$ cat src/rtl/seg7_scan_reader.sv
// ============================================================================
// Module   : seg7_scan_reader
// Purpose  : Samples a scanned 4-digit 7-segment bus, debounces each digit
//            dwell, decodes the patterns to hex and emits one frame per scan.
// Revision : 1.0
// ============================================================================
`default_nettype none

module seg7_scan_reader #(
   parameter int STABLE_CYC = 4
) (
   input  logic        clk,
   input  logic        rst_n,
   input  logic [7:0]  i_segin,
   input  logic [3:0]  i_digsel,
   output logic [15:0] o_digits,
   output logic [3:0]  o_dp,
   output logic        o_valid,
   output logic        o_err
);

   localparam logic [7:0] c_cnt_max = 8'(STABLE_CYC - 1);

   typedef enum logic [1:0] {
      ST_WAIT  = 2'd0,
      ST_COUNT = 2'd1,
      ST_HOLD  = 2'd2
   } state_t;

   logic [7:0]  r_seg_s1;
   logic [7:0]  r_seg_s2;
   logic [3:0]  r_dig_s1;
   logic [3:0]  r_dig_s2;
   logic [7:0]  r_cnt;
   state_t      r_state;
   logic [15:0] r_shadow;
   logic [3:0]  r_sh_dp;
   logic [3:0]  r_cap;
   logic        r_ferr;

   logic        w_chg;
   logic        w_onehot;
   logic [7:0]  w_cnt_nxt;
   logic        w_accept;
   logic        w_frame_done;
   logic [3:0]  w_nib;
   logic        w_bad;
   logic [3:0]  w_cap_base;
   logic        w_ferr_base;

   always_ff @(posedge clk or negedge rst_n) begin
      if (!rst_n) begin
         r_seg_s1 <= 8'h00;
         r_seg_s2 <= 8'h00;
         r_dig_s1 <= 4'h0;
         r_dig_s2 <= 4'h0;
      end else begin
         r_seg_s1 <= i_segin;
         r_seg_s2 <= r_seg_s1;
         r_dig_s1 <= i_digsel;
         r_dig_s2 <= r_dig_s1;
      end
   end

   // Stability is judged on the sample entering s2 against the one it replaces.
   assign w_chg     = (r_seg_s1 != r_seg_s2) || (r_dig_s1 != r_dig_s2);
   assign w_onehot  = (r_dig_s1 != 4'h0) && ((r_dig_s1 & (r_dig_s1 - 4'd1)) == 4'h0);
   assign w_cnt_nxt = w_chg ? 8'd0 :
                      ((r_cnt == c_cnt_max) ? r_cnt : (r_cnt + 8'd1));
   assign w_accept  = (r_state == ST_COUNT) && !w_chg && w_onehot &&
                      (w_cnt_nxt == c_cnt_max);

   assign w_frame_done = (r_cap == 4'hF);
   assign w_cap_base   = w_frame_done ? 4'h0 : r_cap;
   assign w_ferr_base  = w_frame_done ? 1'b0 : r_ferr;

   always_comb begin
      w_nib = 4'h0;
      w_bad = 1'b0;
      case (r_seg_s2[6:0])
         7'h3F: w_nib = 4'h0;
         7'h06: w_nib = 4'h1;
         7'h5B: w_nib = 4'h2;
         7'h4F: w_nib = 4'h3;
         7'h66: w_nib = 4'h4;
         7'h6D: w_nib = 4'h5;
         7'h7D: w_nib = 4'h6;
         7'h07: w_nib = 4'h7;
         7'h7F: w_nib = 4'h8;
         7'h6F: w_nib = 4'h9;
         7'h77: w_nib = 4'hA;
         7'h7C: w_nib = 4'hB;
         7'h39: w_nib = 4'hC;
         7'h5E: w_nib = 4'hD;
         7'h79: w_nib = 4'hE;
         7'h71: w_nib = 4'hF;
         default: begin
            w_nib = 4'h0;
            w_bad = 1'b1;
         end
      endcase
   end

   always_ff @(posedge clk or negedge rst_n) begin
      if (!rst_n) begin
         r_state  <= ST_WAIT;
         r_cnt    <= 8'd0;
         r_shadow <= 16'h0000;
         r_sh_dp  <= 4'h0;
         r_cap    <= 4'h0;
         r_ferr   <= 1'b0;
         o_digits <= 16'h0000;
         o_dp     <= 4'h0;
         o_valid  <= 1'b0;
         o_err    <= 1'b0;
      end else begin
         r_cnt <= w_cnt_nxt;

         case (r_state)
            ST_WAIT: begin
               if (w_onehot) r_state <= ST_COUNT;
            end
            ST_COUNT: begin
               if (!w_onehot)     r_state <= ST_WAIT;
               else if (w_accept) r_state <= ST_HOLD;
            end
            ST_HOLD: begin
               if (w_chg) r_state <= w_onehot ? ST_COUNT : ST_WAIT;
            end
            default: r_state <= ST_WAIT;
         endcase

         for (int i = 0; i < 4; i++) begin
            if (w_accept && r_dig_s2[i]) begin
               r_shadow[4*i +: 4] <= w_nib;
               r_sh_dp[i]         <= r_seg_s2[7];
            end
         end

         // Clearing before OR-ing lets a capture on the completion edge open the next frame.
         r_cap  <= w_cap_base | (w_accept ? r_dig_s2 : 4'h0);
         r_ferr <= w_ferr_base | (w_accept & w_bad);

         o_valid <= w_frame_done;
         if (w_frame_done) begin
            o_digits <= r_shadow;
            o_dp     <= r_sh_dp;
            o_err    <= r_ferr;
         end
      end
   end

endmodule

`default_nettype wire
$ cat config.mk
export PLATFORM = sky130hd
export DESIGN_NAME = seg7_scan_reader
export DESIGN_NICKNAME = d
export VERILOG_FILES = /design/src/rtl/seg7_scan_reader.sv
export SDC_FILE = /design/constraint.sdc
export NUM_CORES = 1
export LEC_CHECK = 0
export ABC_AREA = 1
export BUFFER_PORTS_ARGS = -buffer_cell sky130_fd_sc_hd__clkbuf_2
export CAP_MARGIN = 40
export CORE_ASPECT_RATIO = 1.4
export CORE_MARGIN = 2
export CORE_UTILIZATION = 60
export CTS_CLUSTER_SIZE = 24
export DETAILED_ROUTE_END_ITERATION = 10
export GPL_TIMING_DRIVEN = 0
export PLACE_DENSITY = 0.91
export SLEW_MARGIN = 20
export SYNTH_ARGS = -nofsm -noshare
export SYNTH_HDL_FRONTEND = slang
export SYNTH_SLANG_ARGS = --single-unit
export TNS_END_PERCENT = 1
$ cat constraint.sdc
create_clock -name clk -period 4.7 [get_ports clk]
set_clock_uncertainty 0.05 [all_clocks]
set_input_delay 0.705 -clock clk [delete_from_list [all_inputs] [get_ports clk]]
set_output_delay 0.705 -clock clk [all_outputs]
set_load 0.01 [all_outputs]
==> impl_metrics.toml, run 1 <==
[critical_path]
critical_path.slowest_cell = "dfrtp_1"
cp-end-kind = "flop"
worstSetupPathType = "flop to flop"
critical-path-top-delay-family = "simple AND/OR/NAND/NOR gates"
crit_path_start_kind = "flop"
arrival_ps = 2240
reg2reg_slack_ps = 2650
critPathMaxFanout = 7
critPathMaxStageDelay_ps = 400
critPathRequiredTime_ps = 4890
crit_chain = "ha_1, nand2_1, nor2_2, nor2_1, nor2_2, nand4_4, nor2_8, nand4_2, nand2_1, nand2_1"
cpMostUsedCell = "nand2_1"
path_buf_inv = 0

[clock_network]
cts_buffers = 9
clk_pin_slew_worst_paths_ps = 80
cts_tree = "built"
cts.path.max_buffers = 2
root_buffer = "clkbuf_8"
clkSinkCount = 81
cts.htree.levels = 3
clk_latency_ps = 350
holdBufCountCts = 0
postCtsSetupBuffers = 0
ctsResizeCount = 0

[synthesis]
syn_avg_cell_area_um2 = 8.41
synth.largest_area_cell = "dfrtp_1"
synth_cells = 451
ys_types = 33
netlist_area_um2 = 3790
synth-seq-area-share_pct = 53.5
ys_ff_latch = 81
synthTopCellsByArea = "dfrtp_1 53%, nand2_1 19%, nand4_1 4.8%, inv_1 3.3%, nor2_1 2.7%"
yosysWarningCount = 0
mappedNetlistNets = 466
synth_top_area_share_pct = 53.5

[layout]
antenna_cells = 0
drive_gt1_share_pct = 18.7
fin_cells = 574
nets = 513
syn_to_final_growth_pct = 12.9
fin_util_pct = 69.4

[global_routing]
grt_pass1_vias = 2894
gr-total-overflow = 0
grt_start_max_net_pins = 53
grt_pass1_wl_um = 12700
antenna_found_initial = 0
grt.total_usage_pct = 23.3

[die]
core_area_um2 = 6170
dieWidth_um = 71.2
io_pins = 36
initial_utilization_pct = 61.5
die_h_um = 98.1
dieArea_um2 = 6980
num_rows = 34

[power]
ir_drop_mv = 0.218
pwr-share-seq_pct = 55.5
switchingPower_uw = 304
p_sw_share_pct = 23.4
p_int_uw = 992
combPwrFrac_pct = 6.2
clkPwrFrac_pct = 38.2
powerDensity_nw_per_um2 = 303
cellLeakagePower_nw = 2.41
fin_total_pwr_mw = 1.30

[timing]
max_slew.worst_pin.slew_ps = 663
maxSlewHeadroom_pct = 55.4
period_minus_slack_ps = 2050
setup_tns_ps = 0
finalCritPeriodShare_pct = 43.6
setup_viol_count_final = 0
rsz0062_at_grt = "false"
hold_viol = 0
holdWs_ps = 261
fmax_ghz = 0.488
drv_slew = 0

[drt]
dr.first_iter.drc_count = 192
routed_via_density = 5.22
vias = 2994
drc = 0
ant_nets = 0
post_drt_wl_per_cell_um = 12.9
routed_wl_um = 7380
drt-pass1-iter-count = 4

[run]
cap_violations = 0

[status]
outcome = "finished, final reports clean"

[place]
place_inst = 559
place.gp.congestion = 0.866
port_buffers = 35
hpwl_um = 5580

[hold_path]
hold_class = "primary input to asynchronous set/reset pin"
[synthesized netlist by cell type]
library cell,n
nor3b_1,1
inv_2,9
o2111ai_2,1
buf_2,5
nor2_2,5
nor3_1,11
nand3_1,7
nor2_8,2
clkbuf_1,4
nand4_1,29
o21ai_2,1
nand2_2,3
a21oi_1,3
nand4_2,4
xnor2_1,4
buf_6,2
a31oi_1,1
ha_1,1
nand2_1,192
xor2_1,4
nand3_2,2
nand4_4,1
nor2_1,27
buf_4,5
a211o_1,1
nor2_4,1
o31ai_1,1
o21ai_1,3
xnor2_2,1
inv_1,33
nor4_2,1
dfrtp_1,81
o21ai_0,5
[registers in the layout (all words and copies together), names as in the netlist]
name / cells
o_err: 1
r_shadow: 16
r_cap: 4
r_seg_s2: 8
r_sh_dp: 4
o_valid: 1
r_cnt: 8
r_state: 2
o_dp: 4
o_digits: 16
r_seg_s1: 8
r_ferr: 1
r_dig_s2: 4
r_dig_s1: 4
[cell usage in the layout, fill, tap and decap left out, types with 2 or more instances in the layout]
master,n
inv_1,33
clkinv_2,2
buf_6,2
nand2_2,3
nor2_8,2
clkbuf_2,34
nor2_1,27
clkbuf_8,10
nand2_1,192
xor2_1,4
xnor2_1,4
buf_2,5
buf_4,5
nand4_1,29
dfrtp_1,81
nor2_2,5
o21ai_1,3
clkbuf_1,4
inv_2,9
o21ai_0,5
nand4_2,4
nand3_1,7
a21oi_1,3
nor3_1,11
nand3_2,2
[worst paths after layout]
| check | startpoint | to | cells past startpoint |
|---|---|---|---|
| worst min register to register | r_seg_s1[0] | r_seg_s2[0] | 0 |
| worst max register to register | r_cnt[0] | r_shadow[14] | 10 |
| min in group clk | r_seg_s1[0] | r_seg_s2[0] | 0 |
| max in group asynchronous | rst_n | r_cap[3] | 2 |
| worst min-delay path | rst_n | r_state[1] | 1 |
| worst max-delay path | r_cnt[0] | r_shadow[14] | 10 |
[metrics by stage]
step	worst slack, ps	area, um2
after floorplan	2940	3790
after global placement	2190	4060
after detailed placement	2670	4090
after CTS	2630	4280
after global routing	2470	4280
final	2650	4280
[power groups by stage]
| stage | sequential (mW) | clock, mW | combinational [mW] |
|---|---|---|---|
| 5_1_grt | 0.721 | 0.533 | 0.0920 |
| 4_1_cts | 0.719 | 0.502 | 0.0819 |
| 3_3_place_gp | 0.732 | 0 | 0.0763 |
| 2_1_floorplan | 0.730 | 0 | 0.0509 |
| 6_report | 0.720 | 0.495 | 0.0807 |
| 3_5_place_dp | 0.733 | 0 | 0.0817 |
[area by class of cell]
class / count / area, um2
sequential: 81 / 2030
fill: 491 / 1890
multi-input combinational: 312 / 1510
timing repair buffer: 36 / 205
inverter: 42 / 158
clock buffer: 10 / 138
buffer: 16 / 100
tap: 72 / 90.1
clock inverter: 5 / 56.3
[logic make-up (layout without fill, tap and decap cells)]
logic type / count (synthesis) / after routing / synth area share [%]
compound gates: 16 / 16 / 2.67
flops: 81 / 81 / 53.5
simple gates: 286 / 286 / 34.5
fa+ha+maj: 1 / 1 / 0.330
buf+inv: 58 / 109 / 6.80
xor+xnor: 9 / 9 / 2.28
[per-layer routing]
layer / wire, um / track usage [%]
met3: 270 / 5.57
met4: 178 / 10.3
met1: 2920 / 26.5
met2: 4010 / 40.8
met5: 0 / 0
(Power assumes the default switching activity.)
==> inputs of run 2 (changes only) <==
Settings changed: CORE_UTILIZATION 60 to 53, PLACE_DENSITY 0.91 to 0.85.
Clock period 4.7 ns to 1.7 ns, I/O delays scaled along.
==> run 2 against run 1 <==
  * The flow now finishes with violations (setup timing)
  * Sequential power grew to 2.8 times the previous value
  * Final cell count up 9.9%
  * Largest cell class unchanged
  * Non-clock buffer count up 32
  * Fmax grew 0.81%
  * Cell area grew 13%
  * Register-to-register slack got worse by 3000 ps
  * Flip-flop and latch count unchanged
==> impl_metrics.toml, run 2 (synthesis results as in run 1) <==
[drt]
drc = 0
ant_nets = 0
dr.first_iter.drc_count = 232
top_layer = "met4"
post_drt_wl_per_cell_um = 13.5
dr_wl_met3_um = 343
dr_wl_met2_um = 4600
drt-pass1-iter-count = 5
routed_via_density = 5.25
vias = 3313
met1Wirelength_um = 3220
routed_wl_um = 8550

[clock_network]
cts.path.max_buffers = 2
clkSinkCount = 81
cts_tree = "built"
root_buffer = "clkbuf_8"
clk_latency_ps = 370
clk_pin_slew_worst_paths_ps = 80
cts.htree.levels = 3
cts_buffers = 9

[critical_path]
path_buf_inv = 1
r2r-end = "r_shadow[15]"
critPathMaxFanout = 5
regToRegStartpoint = "r_cnt[0]"
critical_path.slowest_cell = "dfrtp_1"
reg2reg_slack_ps = -330
worstSetupPathType = "flop to flop"
critPathMaxStageDelay_ps = 400
crit_path_start_kind = "flop"
crit_chain = "ha_4, nand2_1, nor2_4, nor2_1, nor2_2, nand4_4, nor2_4, buf_4, nand4_1, nand2_1"
arrival_ps = 2290
critical-path-top-delay-family = "simple AND/OR/NAND/NOR gates"
critPathRequiredTime_ps = 1960
cp-end-kind = "flop"
r2r_cells = 10

[place]
place.gp.congestion = 0.938
hpwl_um = 5350
place_inst = 582
dp_slack_ps = -357
port_buffers = 35

[global_routing]
gr-total-overflow = 0
grt_start_max_net_pins = 50
grt_pass1_vias = 3088
grt_pass1_wl_um = 13500
grt.total_usage_pct = 22.4
antenna_found_initial = 0

[die]
io_pins = 36
initial_utilization_pct = 54.7
dieWidth_um = 75.5
die_h_um = 104
core_area_um2 = 6940
num_rows = 36
dieArea_um2 = 7860

[layout]
reg_top3 = "o_digits x16, r_shadow x16"
syn_to_final_growth_pct = 27.6
fill_cells = 518
fin_cells = 631
antenna_cells = 0
nets = 546
fin_util_pct = 69.8
drive_gt1_share_pct = 27.6
final_common_cell = "nand2_1"
layout_common_cells = "185 x nand2_1, 73 x dfrtp_1, 34 x clkbuf_2"

[hold_path]
hold_start = "r_seg_s1[0]"
hold_depth = 0
hold_class = "flop to flop"
holdPathEnd = "r_seg_s2[0]"

[timing]
setup_viol_count_final = 27
setup_ws_ps = -332
max_slew.worst_pin.slew_ps = 468
period_minus_slack_ps = 2030
maxSlewHeadroom_pct = 68.8
finalCritPeriodShare_pct = 120
drv_slew = 0
rsz0062_at_grt = "true"
fmax_ghz = 0.492
hold_viol = 0

[power]
fin_total_pwr_mw = 3.53
ir_drop_mv = 0.690
cellLeakagePower_nw = 2.61
powerDensity_nw_per_um2 = 730

[status]
failed_checks = "setup timing"
outcome = "finished, violations left"

[run]
cap_violations = 0
run 2: cell types whose count changed in the layout (fill, tap and decap cells not counted), moves of 7 or more:
| cell | before | now |
|---|---|---|
| nor2_1 | 27 | 17 |
| nand2_2 | 3 | 10 |
| nand2_1 | 192 | 185 |
| dfrtp_2 | 0 | 8 |
| dlygate4sd3_1 | 0 | 13 |
| buf_4 | 5 | 22 |
| dfrtp_1 | 81 | 73 |
run 2: worst reg2reg max path: stages, from the launching register on:
cell	delay (ps)
dfrtp_1	400
ha_4	180
nand2_1	120
nor2_4	150
nor2_1	80
nor2_2	150
nand4_4	180
nor2_4	240
buf_4	170
nand4_1	150
nand2_1	110
run 2: worst max path at each step:
stage	start	to	slack [ps]	cells past startpoint
floorplan	r_cnt[0]	r_shadow[0]	-60	11
global placement	rst_n	o_digits[9]	-390	1
detailed placement	r_cnt[0]	r_shadow[14]	-360	10
CTS	r_dig_s2[3]	r_sh_dp[3]	-230	9
global route	r_cnt[1]	r_shadow[15]	-400	10
finish	r_cnt[0]	r_shadow[15]	-330	10
run 2: power breakdown:
group	leakage, nW	total [mW]	internal (mW)	switching (mW)
Sequential	1.07	2.00	1.96	0.0368
Combinational	1.45	0.282	0.118	0.164
Clock	0.0891	1.25	0.565	0.688
run 2: stage by stage:
| stage | TNS [ps] | area (um2) | hold slack [ps] |
|---|---|---|---|
| CTS | -4800 | 4680 | 360 |
| global placement | -37700 | 4090 | 314 |
| global route | -9680 | 4840 | 364 |
| finish | -6260 | 4840 | 354 |
| floorplan | -1210 | 3790 | -90.6 |
| detailed placement | -8750 | 4120 | 218 |
run 2: area by class of cell:
class	instances	area (um2)	share of cell area [%]
inverters	42	158	3.26
clock inverters	5	31.3	0.646
multi-input cells	313	1730	35.7
flip-flops and latches	81	2040	42.1
plain buffers	12	105	2.17
repair buffers	72	520	10.8
well taps	95	119	2.46
clock buffers	11	141	2.92
run 2: routing by layer:
layer	vias up	GRT usage, %
met3	43	4.94
met2	119	38.2
li1	1588	-
met1	1563	24.8
met4	0	12.3
met5	-	0
run 2: what timing repair did:
action / 4_1_cts / 5_1_grt
setup endpoints to repair: 47 / 47
resized for setup: 35 / 25
hold buffers: 13 / 0
gates cloned: 1 / 2
pin swaps: 23 / 16
buffers inserted: 15 / 6
hold endpoints to repair: 44 / 0
==> inputs of run 3 (changes only) <==
--- a/config.mk
+++ b/config.mk
@@ -17,2 +17,3 @@
 export PLACE_DENSITY = 0.85
+export SETUP_SLACK_MARGIN = 0.02
 export SLEW_MARGIN = 20
==> constraint.sdc (replaced) <==
create_clock -name clk -period 1.7 [get_ports clk]
set_clock_uncertainty 0.05 [all_clocks]
set_input_delay 0.085 -clock clk [delete_from_list [all_inputs] [get_ports clk]]
set_output_delay 0.085 -clock clk [all_outputs]
set_load 0.01 [all_outputs]
==> run 3 against run 2 <==
  * The run still ends with setup timing left
  * Utilization decreased by 0.70 points
  * Flip-flop and latch count is the same
  * Worst hold slack worse by 170 ps
  * Non-clock buffer count decreased by 4
  * Critical endpoint is now r_shadow[0]
==> impl_metrics.toml, run 3 (synthesis results as in run 1) <==
[drt]
drt-pass1-iter-count = 4
routed_via_density = 5.14
drc = 0
post_drt_wl_per_cell_um = 13.2
dr.first_iter.drc_count = 196
ant_nets = 0
routed_wl_um = 8280
vias = 3220

[global_routing]
grt_pass1_wl_um = 13300
grt.total_usage_pct = 22.2
antenna_found_initial = 0
gr-total-overflow = 0
grt_pass1_vias = 3069
grt_start_max_net_pins = 50

[layout]
fin_util_pct = 69.0
layout_common_cells = "183 x nand2_1, 76 x dfrtp_1, 34 x clkbuf_2"
syn_to_final_growth_pct = 26.3
stdcell_area_um2 = 4790
final_common_cell = "nand2_1"
antenna_cells = 0
reg_top3 = "o_digits x16, r_shadow x16"
fin_cells = 626
drive_gt1_share_pct = 26.6
nets = 541

[timing]
period_minus_slack_ps = 2020
setup_viol_count_final = 27
rsz0062_at_grt = "true"
fmax_ghz = 0.494
hold_viol = 0
finalCritPeriodShare_pct = 119
maxSlewHeadroom_pct = 68.4
drv_slew = 0
max_slew.worst_pin.slew_ps = 473
holdWs_ps = 188
setup_ws_ps = -324

[place]
hpwl_um = 5350
port_buffers = 35
place.gp.congestion = 0.938
place_inst = 582
place_area_um2 = 4120

[critical_path]
regToRegStartpoint = "r_cnt[0]"
worstSetupPathType = "flop to flop"
arrival_ps = 2230
crit_path_start_kind = "flop"
startpoint = "r_cnt[0]"
cp-end-kind = "flop"
critPathMaxFanout = 10
critPathRequiredTime_ps = 1900

[clock_network]
clkSinkCount = 81
clk_latency_ps = 360
cts_buffers = 9
clk_pin_slew_worst_paths_ps = 80
root_buffer = "clkbuf_8"
cts.path.max_buffers = 2
cts.htree.levels = 3
cts_tree = "built"

[power]
powerDensity_nw_per_um2 = 735
cellLeakagePower_nw = 2.58
ir_drop_mv = 0.700

[die]
num_rows = 36
dieArea_um2 = 7860
io_pins = 36
core_area_um2 = 6940
die_h_um = 104
initial_utilization_pct = 54.7
dieWidth_um = 75.5

[hold_path]
hold_class = "primary input to asynchronous set/reset pin"

[status]
outcome = "finished, violations left"
failed_checks = "setup timing"

[run]
cap_violations = 0
==> run 3: final timing paths <==
path	end	slack, ps	depth (start not counted)
max in group asynchronous	o_digits[12]	830	3
min reg2reg	r_seg_s2[0]	360	0
min in group clk	r_dig_s1[2]	310	2
max reg2reg	r_shadow[0]	-320	10
min	r_state[0]	190	2
max	r_shadow[0]	-320	10
==> run 3: power breakdown <==
group,internal (mW),total [mW],switching [mW],leakage (nW)
Clock,0.565,1.24,0.678,0.0891
Sequential,1.96,1.99,0.0355,1.07
Combinational,0.119,0.283,0.164,1.42
==> run 3: layout make-up <==
class | count | area (um2)
fill | 537 | 2150
sequential | 81 | 2030
multi-input combinational | 312 | 1720
timing repair buffer | 65 | 465
inverter | 42 | 158
clock buffer | 11 | 141
buffer | 15 | 125
tap | 95 | 119
clock inverter | 5 | 31.3
==> run 3: worst max-delay path, cell delays in order, from the launching register on <==
cell and delay, ps:
dfrtp_1 400, ha_4 180, nand3_2 120, nor2_4 150, xor2_2 250, nand4_1 180, nand2_1 150, nor2_4 60
buf_4 160, nand4_1 150, nand2_1 70
==> run 3: through the flow <==
step | setup WS (ps) | TNS (ps) | power (mW)
2_1_floorplan | -60.7 | -1210 | 2.16
3_3_place_gp | -282 | -23930 | 2.23
3_5_place_dp | -357 | -8750 | 2.25
4_1_cts | -234 | -5040 | 3.54
5_1_grt | -452 | -9850 | 3.68
6_report | -324 | -7000 | 3.52
==> run 3: repair_timing <==
item                                    CTS  global route
hold buffers                             13             0
gates resized for setup                  34            23
pin swaps                                22            12
endpoints found under the setup margin   47            47
setup buffers                            10             5
endpoints found under the hold margin    44             0
cloned                                    1             0
==> run 3: metal layers <==
layer | share of wire (%) | wire length, um | GRT usage [%] | vias up
met5 | 0 | 0 | 0 | -
met4 | 5.0 | 412 | 12.8 | 0
met3 | 4.4 | 367 | 5.04 | 34
met2 | 53 | 4370 | 38.0 | 110
met1 | 38 | 3140 | 23.9 | 1495
li1 | - | - | - | 1581
